===== config.mk =====
export PLATFORM = sky130hd
export DESIGN_NAME = mul_div_unit
export DESIGN_NICKNAME = d
export VERILOG_FILES = /design/src/rtl/mul_div_unit_pkg.sv /design/src/rtl/mul_div_unit_twos_negate.sv /design/src/rtl/mul_div_unit.sv
export SDC_FILE = /design/constraint.sdc
export NUM_CORES = 1
export LEC_CHECK = 0
export CAP_MARGIN = 40
export CORE_UTILIZATION = 50
export DETAILED_ROUTE_END_ITERATION = 12
export GPL_ROUTABILITY_DRIVEN = 0
export PLACE_DENSITY_LB_ADDON = 0.2
export REMOVE_ABC_BUFFERS = 1
export SKIP_LAST_GASP = 1
export SLEW_MARGIN = 20
export SYNTH_ARGS = -nofsm -noshare
export SYNTH_HDL_FRONTEND = slang
export SYNTH_HIERARCHICAL = 1
export SYNTH_SLANG_ARGS = --single-unit

===== constraint.sdc =====
create_clock -name clock -period 7 [get_ports clock]
set_input_delay 0.7 -clock clock [delete_from_list [all_inputs] [get_ports clock]]
set_output_delay 0.7 -clock clock [all_outputs]
set_load 0.03 [all_outputs]

===== src/rtl/mul_div_unit_pkg.sv =====
// rtl/mul_div_unit_pkg.sv - shared encodings and helpers for the iterative multiply/divide unit
//
// Purpose : operation codes, FSM state codes and the default operand width
//           shared by mul_div_unit, its sub-module and anything that drives it.
// Contents: MD_DEFAULT_WIDTH, MD_SMUL/MD_SDIV/MD_UMUL/MD_UDIV,
//           ST_IDLE/ST_CALC/ST_FIX/ST_DONE, op decode helpers.

package mul_div_unit_pkg;

    localparam int MD_DEFAULT_WIDTH = 16;

    // op[0] selects divide, op[1] selects unsigned.
    localparam logic [1:0] MD_SMUL = 2'b00;
    localparam logic [1:0] MD_SDIV = 2'b01;
    localparam logic [1:0] MD_UMUL = 2'b10;
    localparam logic [1:0] MD_UDIV = 2'b11;

    localparam logic [1:0] ST_IDLE = 2'd0;
    localparam logic [1:0] ST_CALC = 2'd1;
    localparam logic [1:0] ST_FIX  = 2'd2;
    localparam logic [1:0] ST_DONE = 2'd3;

    function automatic logic op_is_div(input logic [1:0] op);
        return op[0];
    endfunction

    function automatic logic op_is_signed(input logic [1:0] op);
        return !op[1];
    endfunction

endpackage


===== src/rtl/mul_div_unit_twos_negate.sv =====
// rtl/mul_div_unit_twos_negate.sv - conditional two's-complement negate
//
// Purpose : result = negate ? -value : value (modulo 2^N). Used for operand
//           magnitudes on entry and for the sign correction of results.
// Ports   : value  in  N  operand
//           negate in  1  1 = negate, 0 = pass through
//           result out N  conditionally negated operand

module twos_negate #(
    parameter int N = 16
) (
    input  logic [N-1:0] value,
    input  logic         negate,
    output logic [N-1:0] result
);

    assign result = negate ? (~value + N'(1)) : value;

endmodule


===== src/rtl/mul_div_unit.sv =====
// rtl/mul_div_unit.sv - iterative signed/unsigned multiply and divide, N+2 cycle latency
//
// Purpose : radix-2 shift-add multiply (2N-bit product) and restoring divide
//           (quotient + remainder) for the execute stage.
// Ports   : clock        in  1  rising-edge clock
//           reset        in  1  asynchronous active-low reset
//           start        in  1  request, sampled only in IDLE or DONE
//           op           in  2  00 smul, 01 sdiv, 10 umul, 11 udiv
//           in1          in  N  multiplicand / dividend
//           in2          in  N  multiplier / divisor
//           flush        in  1  synchronous cancel, wins over start
//           busy         out 1  high in CALC and FIX
//           done         out 1  one-cycle pulse, results valid
//           result       out N  product low half / quotient
//           r0           out N  product high half / remainder
//           overflow     out 1  valid with done
//           div_by_zero  out 1  valid with done

module mul_div_unit
    import mul_div_unit_pkg::*;
#(
    parameter int N = MD_DEFAULT_WIDTH
) (
    input  logic         clock,
    input  logic         reset,
    input  logic         start,
    input  logic [1:0]   op,
    input  logic [N-1:0] in1,
    input  logic [N-1:0] in2,
    input  logic         flush,
    output logic         busy,
    output logic         done,
    output logic [N-1:0] result,
    output logic [N-1:0] r0,
    output logic         overflow,
    output logic         div_by_zero
);

    localparam int CW = $clog2(N);

    logic [1:0]     state;
    logic [CW-1:0]  count;
    logic [1:0]     op_q;
    logic           neg_lo;       // negate product / quotient in FIX
    logic           neg_hi;       // negate remainder in FIX (dividend sign)
    // Multiply: {high, low}, low starts as the multiplier and is shifted out.
    // Divide  : {partial remainder, quotient}, quotient starts as the dividend.
    logic [2*N-1:0] acc;
    logic [N-1:0]   operand_b;    // multiplicand or divisor magnitude

    // ------------------------------------------------------------------
    // Entry: operand magnitudes and signs
    // ------------------------------------------------------------------
    logic           in_signed;
    logic           in_div;
    logic [N-1:0]   mag1;
    logic [N-1:0]   mag2;
    logic           in_div_zero;
    logic           idle_or_done;

    assign in_signed    = op_is_signed(op);
    assign in_div       = op_is_div(op);
    assign in_div_zero  = in_div && (in2 == '0);
    assign idle_or_done = (state == ST_IDLE) || (state == ST_DONE);

    // 0x8..0 negates to itself, which is the correct unsigned magnitude.
    twos_negate #(.N(N)) u_abs1 (
        .value  (in1),
        .negate (in_signed & in1[N-1]),
        .result (mag1)
    );

    twos_negate #(.N(N)) u_abs2 (
        .value  (in2),
        .negate (in_signed & in2[N-1]),
        .result (mag2)
    );

    // ------------------------------------------------------------------
    // One iteration step
    // ------------------------------------------------------------------
    logic [N:0]     mul_sum;
    logic [2*N-1:0] mul_next;
    logic [N:0]     div_shift;
    logic           div_ge;
    logic [N-1:0]   div_diff;
    logic [2*N-1:0] div_next;
    logic [2*N-1:0] acc_next;

    // Shift-add: add the multiplicand into the high half when the current
    // multiplier bit is set, then shift the carry in from the top.
    assign mul_sum  = {1'b0, acc[2*N-1:N]} + (acc[0] ? {1'b0, operand_b} : '0);
    assign mul_next = {mul_sum, acc[N-1:1]};

    // Restoring divide: bring the next dividend bit into the remainder; the
    // extra top bit of div_shift is the guard bit. The partial remainder
    // stays below the divisor, so the difference always fits in N bits.
    assign div_shift = {acc[2*N-1:N], acc[N-1]};
    assign div_ge    = div_shift >= {1'b0, operand_b};
    assign div_diff  = div_shift[N-1:0] - operand_b;
    assign div_next  = div_ge ? {div_diff, acc[N-2:0], 1'b1}
                              : {div_shift[N-1:0], acc[N-2:0], 1'b0};

    assign acc_next = op_is_div(op_q) ? div_next : mul_next;

    // ------------------------------------------------------------------
    // Sign correction
    // ------------------------------------------------------------------
    logic [2*N-1:0] acc_fixed;
    logic [N-1:0]   rem_fixed;
    logic [N-1:0]   fix_lo;
    logic [N-1:0]   fix_hi;
    logic           fix_ovf;

    // For divide only the low half of acc_fixed is used; the low N bits of a
    // 2N-bit negation equal the N-bit negation of the quotient.
    twos_negate #(.N(2*N)) u_fix_prod (
        .value  (acc),
        .negate (neg_lo),
        .result (acc_fixed)
    );

    twos_negate #(.N(N)) u_fix_rem (
        .value  (acc[2*N-1:N]),
        .negate (neg_hi),
        .result (rem_fixed)
    );

    assign fix_lo = acc_fixed[N-1:0];
    assign fix_hi = op_is_div(op_q) ? rem_fixed : acc_fixed[2*N-1:N];

    always_comb begin
        fix_ovf = 1'b0;
        case (op_q)
            MD_SMUL: fix_ovf = (fix_hi != {N{fix_lo[N-1]}});
            MD_UMUL: fix_ovf = (fix_hi != '0);
            // Only 0x8..0 / -1 yields a positive quotient with the MSB set.
            MD_SDIV: fix_ovf = !neg_lo && acc[N-1];
            default: fix_ovf = 1'b0;
        endcase
    end

    // ------------------------------------------------------------------
    // Control and state
    // ------------------------------------------------------------------
    always_ff @(posedge clock or negedge reset) begin
        if (!reset) begin
            state       <= ST_IDLE;
            count       <= '0;
            op_q        <= MD_SMUL;
            neg_lo      <= 1'b0;
            neg_hi      <= 1'b0;
            acc         <= '0;
            operand_b   <= '0;
            result      <= '0;
            r0          <= '0;
            overflow    <= 1'b0;
            div_by_zero <= 1'b0;
        end else if (flush) begin
            // Cancel without touching the visible results.
            state <= ST_IDLE;
        end else begin
            case (state)
                ST_CALC: begin
                    acc <= acc_next;
                    if (count == '0) begin
                        state <= ST_FIX;
                    end else begin
                        count <= count - CW'(1);
                    end
                end

                ST_FIX: begin
                    result      <= fix_lo;
                    r0          <= fix_hi;
                    overflow    <= fix_ovf;
                    div_by_zero <= 1'b0;
                    state       <= ST_DONE;
                end

                default: begin
                    if (idle_or_done && start) begin
                        op_q <= op;
                        if (in_div_zero) begin
                            // Bypass: results are known without iterating.
                            result      <= '1;
                            r0          <= in1;
                            overflow    <= 1'b0;
                            div_by_zero <= 1'b1;
                            state       <= ST_DONE;
                        end else begin
                            acc       <= {{N{1'b0}}, (in_div ? mag1 : mag2)};
                            operand_b <= in_div ? mag2 : mag1;
                            neg_lo    <= in_signed & (in1[N-1] ^ in2[N-1]);
                            neg_hi    <= in_signed & (in_div ? in1[N-1]
                                                             : (in1[N-1] ^ in2[N-1]));
                            count     <= CW'(N - 1);
                            state     <= ST_CALC;
                        end
                    end else begin
                        state <= ST_IDLE;
                    end
                end
            endcase
        end
    end

    // Decoded straight from the state register, so independent of start.
    assign busy = (state == ST_CALC) || (state == ST_FIX);
    assign done = (state == ST_DONE);

endmodule


==> impl_metrics.toml, run 1 <==
[power_and_ir_drop]
p_per_area_nw_per_um2 = 516
peakVddDrop_v = 0.000212
leakagePower_nw = 3.95

[floorplanning]
die_width_um = 131
die_area_um2 = 17300
die_h_um = 131
core_um2 = 16100
io_pins = 74
initial_core_util_pct = 52.0
placementRows = 46

[final_layout]
final_common_cell = "nand2_1"
layout_common_cells = "nand2_1, dfrtp_1, o21ai_0, clkdlybuf4s50_1, xnor2_1"
multiInputGateArea_um2 = 5700
seq_area_um2 = 2300
diodes = 0
syn2layout_area_growth_pct = 14.6
fillers = 1478
layout.nets = 1118
final_layout_size_suffix_gt1_share_pct = 8.05

[routing]
drtIter0Drc = 836
drt-wirelength-per-cell_um = 20.1
routed_wl_mm = 25.3
final_antenna_net_count = 0
dr.max_layer_used = "met4"
drc = 0
post_drt_via_cell_ratio = 6.32
wl_met1_mm = 11.6
dr_total_vias = 7958
dr.pass1.iters = 5
met3WireLength_mm = 1.79
wl_met2_mm = 11.4

[sta]
finalClockSkew_ns = 0.00735
worstMarginPinSlew_ns = 0.882
holdWs_ns = 0.341
hold_viol = 0
slew_viol_final = 0
max_slew_margin_pct = 41.0
finalSetupViolCount = 0
grt_setup_unrepaired = "no"
max_clock_freq_ghz = 0.294
fin_crit_ns = 3.40
fin_setup_tns_ns = 0
period_share_pct = 48.6

[setup_path]
cpPeakStageDelay_ns = 0.80
startpoint = "acc[0]$_DFFE_PN0P_"
crit_chain = "and2_1 > ha_1 > inv_1 > fa_1 > nand2b_1 > a21oi_1 > o221ai_1 > a21oi_1 > mux2i_1 > o21ai_0 > o211ai_1"
start_kind = "register"
crit_top_cell = "a21oi_1"
crit_slowest_cell = "dfrtp_1"
path_max_fanout = 22
cp-end-kind = "register"
worstPathRequired_ns = 7.26
worstPathArrival_ns = 3.66
crit_type = "register to register"
rr_startpoint = "acc[0]$_DFFE_PN0P_"

[logic_synthesis]
post-synth-top-area-fraction_pct = 27.5
ys_warn_count = 6
yosysUniqueCellTypes = 75
yosys.area.top_type = "dfrtp_1"
synth_ff_type = "dfrtp_1"
ys_seq_elements = 92
syn_inst = 988
syn_area_um2 = 8380
seq_area_frac_synth_pct = 27.5
avgSynthCellArea_um2 = 8.48
ys_top_cells_by_area = "dfrtp_1, xnor2_1, mux2i_1"
async_reset_ff_share_pct = 100
synth_edf_count = 0

[placed_design]
dp_hpwl_mm = 19.0
portBuffers = 73

[grt]
grt_pass1_wl_mm = 40.3
grt_usage_pct = 29.6
grt_pass1_vias = 7347
antenna_found_initial = 0
grt_max_degree = 51
grt_remaining_overflow = 0

[clocking]
post-cts-setup-buffers = 0
cts.sinks = 92
hold_buffers = 0
cts_tree = "built"
cts-root-buf = "clkbuf_16"
h-tree-depth = 3
cts_buffer_depth = 2
numCtsBuffers = 9
clk_latency_ns = 0.36
cts.reportedPaths.clkPinSlew_ns = 0.07
cts_resized = 0

[worst_hold_path]
hold_class = "input pin to async pin"

[run]
cap_violations = 0

[status]
status = "finished, final reports clean"
==> cells by family (layout without fill, tap and decap cells) <==
group | after synthesis | after routing | synth area share (%)
buf+inv | 94 | 149 | 4.63
compound gates | 292 | 292 | 23.9
xor+xnor | 91 | 91 | 9.51
fa+ha+maj | 42 | 42 | 6.45
mux | 69 | 69 | 8.54
simple gates | 308 | 308 | 19.5
flops | 92 | 92 | 27.5
==> routing by layer <==
layer / GRT usage, % / vias to the layer above
met4: 7.95 / 0
met5: 0 / -
met1: 41.9 / 3808
li1: - / 3747
met2: 46.1 / 358
met3: 5.44 / 45
==> registers in the layout, summed over array words and instances, names as in the netlist <==
name	count
r0	16
state	2
overflow	1
operand_b	16
acc	32
div_by_zero	1
count	4
result	16
neg_hi	1
op_q	2
neg_lo	1
==> area by class of cell <==
type                       instances  share of cell area, %
multi-input combinational        802                   59.4
inverter                          49                   1.92
clock inverter                     7                  0.639
clock buffer                       9                   2.35
sequential                        92                   24.0
timing repair buffer              84                   8.89
tap                              216                   2.81
==> Yosys cell counts (3+ instances only) <==
cell and instances:
a211oi_1 19, a21o_1 9, a21oi_1 48, a22oi_1 7, a311oi_1 3, a31oi_1 6, a32oi_1 3, and2_1 18
buf_1 6, buf_2 13, buf_4 5, clkbuf_1 21, dfrtp_1 92, ha_1 40, inv_1 49, mux2_2 15
mux2i_1 52, nand2_1 98, nand2b_1 10, nand3_1 9, nand3b_1 3, nand4_1 10, nor2_1 58, nor2b_1 7
nor3_1 30, nor4_1 10, nor4_4 4, o211ai_1 10, o21ai_0 84, o21ai_1 9, o21bai_1 4, o22a_1 17
o22ai_1 3, o31a_2 3, o31ai_1 27, o41ai_1 11, o41ai_2 7, or2_2 8, or3_1 11, or3_4 3
or4_1 12, xnor2_1 69, xor2_1 22
==> power by group <==
group	switching, W	internal, W
registers	0.000447	0.000777
logic	0.00187	0.00138
clock network	0.000241	0.000247
total	0.00255	0.00240
==> worst paths after layout <==
path | endpoint | slack, ns | cells after the start
max in group asynchronous | acc[3]$_DFFE_PN0P_ | 5.52 | 2
setup reg to reg | acc[29]$_DFFE_PN0P_ | 3.60 | 11
hold / removal | acc[31]$_DFFE_PN0P_ | 0.34 | 1
min in group clock | div_by_zero$_DFFE_PN0P_ | 0.49 | 2
setup / recovery | acc[29]$_DFFE_PN0P_ | 3.60 | 11
hold reg to reg | div_by_zero$_DFFE_PN0P_ | 0.49 | 2
==> worst max-delay path: cells and delay by family (launching register included) <==
kind | cells | cell delay (ns)
flops | 1 | 0.80
compound gates | 5 | 1.21
buf+inv | 1 | 0.07
simple gates | 2 | 0.41
mux | 1 | 0.23
fa+ha+maj | 2 | 0.58
==> stage by stage <==
step                instances  worst slack (ns)  utilization (%)  power [W]  area (µm²)
CTS                      1258              3.64             59.5    0.00492        9590
global placement         1237              3.42             57.2    0.00436        9220
detailed placement       1242              3.51             57.8    0.00441        9310
finish                   1259              3.60             59.6    0.00496        9600
floorplan                 943              3.54                -    0.00343        8170
global route             1259              3.34             59.6    0.00532        9600
Power figures use the tool's default switching activity.
==> run 2, diff against run 1 <==
==> constraint.sdc (replaced) <==
create_clock -name clock -period 2.9 [get_ports clock]
set_input_delay 0.29 -clock clock [delete_from_list [all_inputs] [get_ports clock]]
set_output_delay 0.29 -clock clock [all_outputs]
set_load 0.03 [all_outputs]
==> impl_metrics.toml, run 2 (synthesis gave the netlist of run 1 again) <==
[grt]
grt_usage_pct = 29.9
grt_max_degree = 52
grt_pass1_wl_mm = 40.7
antenna_found_initial = 0
grt_remaining_overflow = 0
grt_pass1_vias = 7532

[final_layout]
diodes = 0
largest_register_ffs = 32
syn2layout_area_growth_pct = 25.9
fin_area_um2 = 10500
final_layout_size_suffix_gt1_share_pct = 18.1
layout.cells.non_filler = 1368
layout.nets = 1227
layout_common_cells = "buf_4, nand2_1, dfrtp_1, o21ai_0, clkdlybuf4s50_1"
top_register = "acc"
final_common_cell = "buf_4"

[power_and_ir_drop]
p_per_area_nw_per_um2 = 1250
leakagePower_nw = 4.52
finalPower_w = 0.0132
peakVddDrop_v = 0.000630

[worst_hold_path]
hold_class = "register to register"
hold_path_depth = 2

[routing]
post_drt_via_cell_ratio = 6.05
routed_wl_mm = 25.7
final_antenna_net_count = 0
drc = 0
drt-wirelength-per-cell_um = 18.8
dr_total_vias = 8279
drtIter0Drc = 787
dr.pass1.iters = 5

[floorplanning]
die_area_um2 = 17300
die_h_um = 131
placementRows = 46
initial_core_util_pct = 52.0
io_pins = 74
core_um2 = 16100
die_width_um = 131

[status]
violations = "setup timing"
status = "finished with violations"

[clocking]
numCtsBuffers = 9
cts.sinks = 92
cts_tree = "built"
cts_buffer_depth = 2
clk_latency_ns = 0.36
h-tree-depth = 3
cts-root-buf = "clkbuf_16"
cts.reportedPaths.clkPinSlew_ns = 0.07

[setup_path]
worstPathRequired_ns = 3.15
path_max_fanout = 5
crit_type = "register to register"
rr_worst_depth = 11
worstPathArrival_ns = 3.18
start_kind = "register"
cp-end-kind = "register"

[sta]
max_slew_margin_pct = 47.3
period_share_pct = 101
grt_setup_unrepaired = "yes"
fin_setup_tns_ns = -0.0262
fin_crit_ns = 2.93
finalClockSkew_ns = 0.00813
worst_slack_ns = -0.0262
hold_viol = 0
slew_viol_final = 0
max_clock_freq_ghz = 0.342
worstMarginPinSlew_ns = 0.791
finalSetupViolCount = 1

[run]
cap_violations = 0

[placed_design]
portBuffers = 73
dp.cells = 1349
place_area_um2 = 10100
dp_hpwl_mm = 20.1
-- run 2: changes by cell type in the layout (fill, tap and decap cells not counted), sizes merged --
cell         before  now
buf              13  121
inv              51   52
dlygate4sd3       0    1
bufinv            0    1
clkinv            3    1
-- run 2: where the power goes --
group,internal (W),switching [W]
Combinational,0.00412,0.00519
Sequential,0.00189,0.000700
Clock,0.000692,0.000597
Total,0.00670,0.00648
-- run 2: worst max-delay path, cell delays in order (launching register included) --
cell	delay, ns
dfrtp_1	0.37
or4_1	0.54
or3_4	0.39
o31a_2	0.31
xor2_1	0.13
mux2i_1	0.12
buf_4	0.19
nor4_2	0.25
a31oi_1	0.13
o21ai_1	0.13
o41ai_1	0.09
a22o_1	0.19
-- run 2: final timing paths --
kind                                           endpoint  slack, ns                    start
worst min register to register  div_by_zero$_DFFE_PN0P_       0.48  div_by_zero$_DFFE_PN0P_
worst max register to register     overflow$_DFFE_PN0P_      -0.03      acc[20]$_DFFE_PN0P_
min in group asynchronous           acc[31]$_DFFE_PN0P_       0.53                    reset
worst max-delay path               overflow$_DFFE_PN0P_      -0.03      acc[20]$_DFFE_PN0P_
max in group asynchronous         result[5]$_DFFE_PN0P_       1.69                    reset
worst min-delay path            div_by_zero$_DFFE_PN0P_       0.48  div_by_zero$_DFFE_PN0P_
-- run 2: final cells by class --
type,instances,area [µm²]
sequential,92,2310
clock inverter,7,92.6
multi-input combinational,802,5780
inverter,49,184
clock buffer,9,225
fill,1356,5570
tap,216,270
timing repair buffer,193,1690
-- run 2: timing repair --
item	in CTS	in global routing
cloned	0	0
setup endpoints to repair	1	5
setup buffers	1	1
resized for setup	4	16
hold buffers	1	0
endpoints found under the hold margin	12	0
pin swaps	4	2
-- run 2: per-stage QoR --
step	hold WS, ns	setup slack [ns]	util (%)
floorplan	-0.00559	-0.242	-
global placement	0.370	0.0262	62.8
detailed placement	0.360	-0.0344	62.8
CTS	0.489	0.00958	65.0
finish	0.480	-0.0262	65.4
global route	0.501	-0.116	65.4
-- run 2: layer usage --
layer  wire length, µm  vias up  track usage [%]
met4               703        0             10.3
met5                 0        -                0
met3              1730       53             3.97
li1                  -     3950                -
met1             12000     3940             43.8
met2             11200      336             44.8
==> run 3, diff against run 2 <==
==> constraint.sdc (replaced) <==
create_clock -name clock -period 2.9 [get_ports clock]
set_input_delay 0.87 -clock clock [delete_from_list [all_inputs] [get_ports clock]]
set_output_delay 0.87 -clock clock [all_outputs]
set_load 0.03 [all_outputs]
==> impl_metrics.toml, run 3 (synthesis gave the netlist of run 1 again) <==
[status]
status = "finished with violations"
violations = "setup timing"

[grt]
grt_remaining_overflow = 0
grt_pass1_vias = 8407
grt_usage_pct = 32.0
antenna_found_initial = 0
grt_pass1_wl_mm = 44.0
grt_max_degree = 43

[floorplanning]
die_width_um = 131
die_h_um = 131
io_pins = 74
placementRows = 46
initial_core_util_pct = 52.0
core_um2 = 16100
die_area_um2 = 17300

[final_layout]
diodes = 0
seq_area_um2 = 2300
layout_common_cells = "buf_4, nand2_1, dfrtp_1, o21ai_0, xnor2_1"
fin_area_um2 = 11300
largest_register_ffs = 32
final_common_cell = "buf_4"
multiInputGateArea_um2 = 5950
syn2layout_area_growth_pct = 34.8
final_layout_size_suffix_gt1_share_pct = 24.7
top_register = "acc"
layout.nets = 1298
fillers = 1288

[routing]
dr.pass1.iters = 5
drtIter0Drc = 910
routed_wl_mm = 27.9
drt-wirelength-per-cell_um = 19.4
drc = 0
dr_total_vias = 8728
post_drt_via_cell_ratio = 6.07
final_antenna_net_count = 0

[sta]
max_clock_freq_ghz = 0.335
slew_viol_final = 0
worst_slack_ns = -0.0823
grt_setup_unrepaired = "yes"
worstMarginPinSlew_ns = 0.684
period_share_pct = 103
hold_viol = 0
holdWs_ns = 0.401
fin_crit_ns = 2.98
finalClockSkew_ns = 0.0118
finalSetupViolCount = 12
max_slew_margin_pct = 54.4

[clocking]
cts.sinks = 92
h-tree-depth = 3
cts_tree = "built"
cts-root-buf = "clkbuf_16"
hold_buffers = 0
cts_buffer_depth = 2
numCtsBuffers = 9
clk_latency_ns = 0.36
cts.reportedPaths.clkPinSlew_ns = 0.07

[setup_path]
start_kind = "register"
worst-path-buf-inv = 0
cpPeakStageDelay_ns = 0.54
cp_top_family = "simple AND/OR/NAND/NOR gates"
crit_chain = "or4_4 > or3_4 > o31ai_1 > xnor2_1 > mux2i_1 > nand4_1 > nor3_1 > a31oi_1 > o21ai_1 > o41ai_1 > a22o_1"
crit_slowest_cell = "or4_4"
cp-end-kind = "register"
worstPathArrival_ns = 3.22
path_max_fanout = 5
worstPathRequired_ns = 3.14
crit_type = "register to register"

[power_and_ir_drop]
p_seq_share_pct = 18.5
intPower_w = 0.00708
p_switching_w = 0.00668
leakagePower_nw = 5.01
switching_share_pct = 48.5
p_clk_share_pct = 8.9
p_per_area_nw_per_um2 = 1220
power.share.combinational_pct = 72.6
peakVddDrop_v = 0.000655

[run]
cap_violations = 0

[placed_design]
dpl_worst_slack_ns = -0.599
dp_hpwl_mm = 20.9
portBuffers = 73
place_area_um2 = 10600

[worst_hold_path]
hold_class = "input pin to async pin"
[run 3: power by group through the flow]
stage          combinational (W)  clock, W  sequential, W
2_1_floorplan            0.00515         0        0.00313
3_3_place_gp             0.00914         0        0.00252
3_5_place_dp             0.00931         0        0.00254
4_1_cts                  0.00950   0.00124        0.00252
5_1_grt                   0.0108   0.00129        0.00261
6_report                  0.0100   0.00123        0.00254
[run 3: layer usage]
layer	global-route usage (%)	share of wire, %
met1	43.7	44
met2	50.5	46
met3	5.79	7.4
met4	11.2	3.3
met5	0	0
[run 3: worst paths after layout]
| path | startpoint | endpoint | slack [ns] | cells past startpoint |
|---|---|---|---|---|
| min in group clock | div_by_zero$_DFFE_PN0P_ | div_by_zero$_DFFE_PN0P_ | 0.48 | 2 |
| max in group asynchronous | reset | op_q[0]$_DFFE_PN0P_ | 1.75 | 2 |
| hold reg to reg | div_by_zero$_DFFE_PN0P_ | div_by_zero$_DFFE_PN0P_ | 0.48 | 2 |
| hold / removal | reset | acc[29]$_DFFE_PN0P_ | 0.40 | 1 |
| setup / recovery | acc[20]$_DFFE_PN0P_ | overflow$_DFFE_PN0P_ | -0.08 | 11 |
| setup reg to reg | acc[20]$_DFFE_PN0P_ | overflow$_DFFE_PN0P_ | -0.08 | 11 |
[run 3: worst reg2reg max path: cells and delay by family, from the launching register on]
| kind | cells | cell delay, ns |
|---|---|---|
| and+or+nand+nor | 4 | 1.27 |
| AOI/OAI and AO/OA | 5 | 0.87 |
| DFF | 1 | 0.38 |
| muxes | 1 | 0.25 |
| xor gates and xnor gates | 1 | 0.11 |
[run 3: metrics by stage]
stage               instances  power, W  TNS, ns  utilization (%)
floorplan                 943   0.00828   -21.17                -
global placement         1412    0.0117   -16.81             65.8
detailed placement       1412    0.0119   -23.20             65.8
CTS                      1428    0.0133  -0.0341             68.4
global route             1438    0.0147   -0.989             70.1
finish                   1438    0.0138   -0.302             70.1
[run 3: what timing repair did]
action                                  in CTS  in global routing
resized for setup                           25                 49
gates cloned                                 0                  1
setup buffers                                1                  9
pin swaps                                   16                 22
endpoints found under the setup margin      22                 53
[run 3: layout make-up]
type                            count  share of cell area (%)
Timing Repair Buffer              264                    20.2
Clock buffer                       10                    2.12
Sequential cell                    92                    20.4
Tap cell                          216                    2.39
Multi-Input combinational cell    802                    52.7
Clock inverter                      5                   0.554
Inverter                           49                    1.63
==> edit: new RTL, flow settings as in run 3 <==
The package constant `MD_DEFAULT_WIDTH` goes from 16 to 8.
--- a/src/rtl/mul_div_unit_pkg.sv
+++ b/src/rtl/mul_div_unit_pkg.sv
@@ -7,7 +7,7 @@
 
 package mul_div_unit_pkg;
 
-    localparam int MD_DEFAULT_WIDTH = 16;
+    localparam int MD_DEFAULT_WIDTH = 8;
 
     // op[0] selects divide, op[1] selects unsigned.
     localparam logic [1:0] MD_SMUL = 2'b00;
Ports: changed (resized in1, in2, r0 and result); port bits go from 74 to 42. The function was not compared with the original's and may differ.
==> edit against run 3 <==
- cell count down 52%
- setup slack gained 0.17 ns
- sequential cell count shrank 41
- total power down 58%
- synthesized area down 47%
- clock skew increased by 0.0062 ns
- utilization is 7.3 points lower
- via count down 54%
- cell area fell by 53%
- routed wire length shrank 60%
- critical endpoint unchanged
- largest power group unchanged
==> edit: results (changes against run 3) <==
| Metric | Value |
|---|---|
| R2r endpoint | `overflow` |
| Global-route wire length before repair | `18250 µm (-59%)` |
| Drt initial violations | `253 (-72%)` |
| Detail Placement HPWL | `8767 µm (-58%)` |
| Drt wl/cell | `16.43 µm (-15%)` |
| Htree depth | `2 (-1)` |
| Outcome | `complete, no violations` |
| Least-Margin Pin Slew | `0.6963 ns (+0.01240 ns)` |
| CTS buffer count | `5 (-4)` |
| Hold Crit Class | `in -> async` |
| R2R Setup Slk | `0.08 ns (+0.17 ns)` |
| Post-synth EDFFs | `0 (unchanged)` |
| Setup Skew | `0.01800 ns (+0.006220 ns)` |
| Crit-path max FO | `5 (unchanged)` |
| Top post-synthesis cells by area | `dfrtp_1 29%, xnor2_1 7.5%, ha_1 7.1%` |
| Port bufs | `41 (-44%)` |
| Largest register FFs | `16 (-50%)` |
| Seq/Total Area, Yosys | `28.93% (+1.4 points)` |
| Initial antenna violation count | `0 (unchanged)` |
| FF-to-FF path depth | `9 (-2)` |
| Share of layout cells above drive strength 1 | `15.52% (-9.2 points)` |
| Ant diodes | `0 (unchanged)` |
| Leakage power | `2.324 nW (-54%)` |
| Clock root cell | `clkbuf_8` |
| Max rail drop VDD | `0.0003739 V (-43%)` |
| Count of warnings emitted by yosys | `6 (unchanged)` |
| Compound-cell area share of the yosys netlist | `21.67% (-2.2 points)` |
| Pre-Repair DR Iteration Count | `5 (unchanged)` |
| GRT Total Usage | `25.90% (-6.1 points)` |
| Most frequent cells after synthesis | `51 x dfrtp_1, 48 x nand2_1, 46 x nor2_1` |
| Vias | `3991 (-54%)` |
| Mux cell area share after synthesis | `8.452% (-0.092 points)` |
| Adder-cell share of the synthesized area | `7.998% (+1.5 points)` |
| # fillers | `727 (-44%)` |
| Nets@finish | `628 (-52%)` |
| Data arrival, critical path | `3.01 ns (-0.21 ns)` |
| Top-count cell post-synth | `dfrtp_1` |
| Biggest register | `acc` |
| Number of global-route vias before repair | `3792 (-55%)` |
| Area after DPL | `5125 µm² (-52%)` |
| Worst setup path start | `acc[4]` |
| Clk_lat worst skew | `0.32 ns (-0.04 ns)` |
| Ys async rst share | `100.0% (unchanged)` |
| Clk slew on worst S/H paths | `0.11 ns (+0.04 ns)` |
| XOR/XNOR share of the synthesized area | `8.537% (-0.98 points)` |
| Synth unique cells | `55 (-27%)` |
| Largest net degree at the start of global routing | `24 (-44%)` |
| Clock Tree Buf Depth | `2 (unchanged)` |
| Critical path class | `reg -> reg` |
## edit: cell count changes after synthesis, moves of 12 or more
cell	delta
a211oi_1	-14
clkbuf_1	-15
dfrtp_1	-41
ha_1	-15
inv_1	-18
mux2i_1	-26
nand2_1	-50
nor2_1	-12
nor3_1	-23
o21ai_0	-53
o31ai_1	-20
xnor2_1	-31
xor2_1	-17
## edit: repair_timing
action,4_1_cts,5_1_grt
buffers inserted,0,3
gates resized for setup,0,5
endpoints found under the setup margin,0,1
hold buffers,0,0
## edit: layer usage
metal / share of wire [%] / global-route usage [%] / up-vias
li1: - / - / 1954
met1: 46 / 34.74 / 1903
met2: 48 / 44.58 / 122
met3: 4.6 / 3.081 / 12
met4: 0.92 / 5.846 / 0
met5: 0 / 0 / -
## edit: cells by family after synthesis
group                    after synthesis
XOR/XNOR                              43
buffers and inverters                 54
AO/OA/AOI/OAI                        135
flip-flops                            51
multiplexers                          36
AND/OR/NAND/NOR                      164
adder cells (fa/ha/maj)               27
## edit: worst min path at each step
stage	end	depth (start not counted)	slack [ns]	from
final	result[7]	1	0.45	reset
after global routing	result[7]	1	0.47	reset
after CTS	result[7]	1	0.47	reset
after detailed placement	result[6]	1	0.48	result[6]
after global placement	result[6]	1	0.47	result[6]
after floorplan	op_q[1]	1	0.50	op_q[1]
## edit: final cells by class
| class | instances | share of cell area, % |
|---|---|---|
| clock buffer | 5 | 1.307 |
| inverter | 31 | 2.211 |
| multi-input combinational | 405 | 55.41 |
| timing repair buffer | 85 | 13.98 |
| sequential | 51 | 24.25 |
| tap | 105 | 2.496 |
| clock inverter | 3 | 0.3565 |
## edit: through the flow
stage	setup slack, ns	TNS (ns)	util (%)	total power, mW	cells
floorplan	0.1884	0	-	4.018	487
global placement	0.1165	0	61.14	5.155	674
detailed placement	0.03754	0	61.14	5.268	674
CTS	0.04105	0	62.19	5.700	682
global route	-0.08151	-0.08151	62.80	6.284	685
finish	0.08439	0	62.80	5.838	685
## edit: critical path, cell delays in order (launching register included)
cell and delay (ns):
dfrtp_1 0.39, or4_1 0.57, or3_4 0.41, o31ai_2 0.23, xnor2_1 0.17, nor2b_1 0.19
a32oi_1 0.08, nor4_1 0.28, a2111oi_1 0.13, a211o_1 0.26
## edit: where the power goes
group          switching, mW  total [mW]  internal [mW]
logic                   2.26        4.04           1.78
registers              0.342        1.38           1.04
clock network          0.252       0.423          0.171
total                   2.85        5.84           2.99
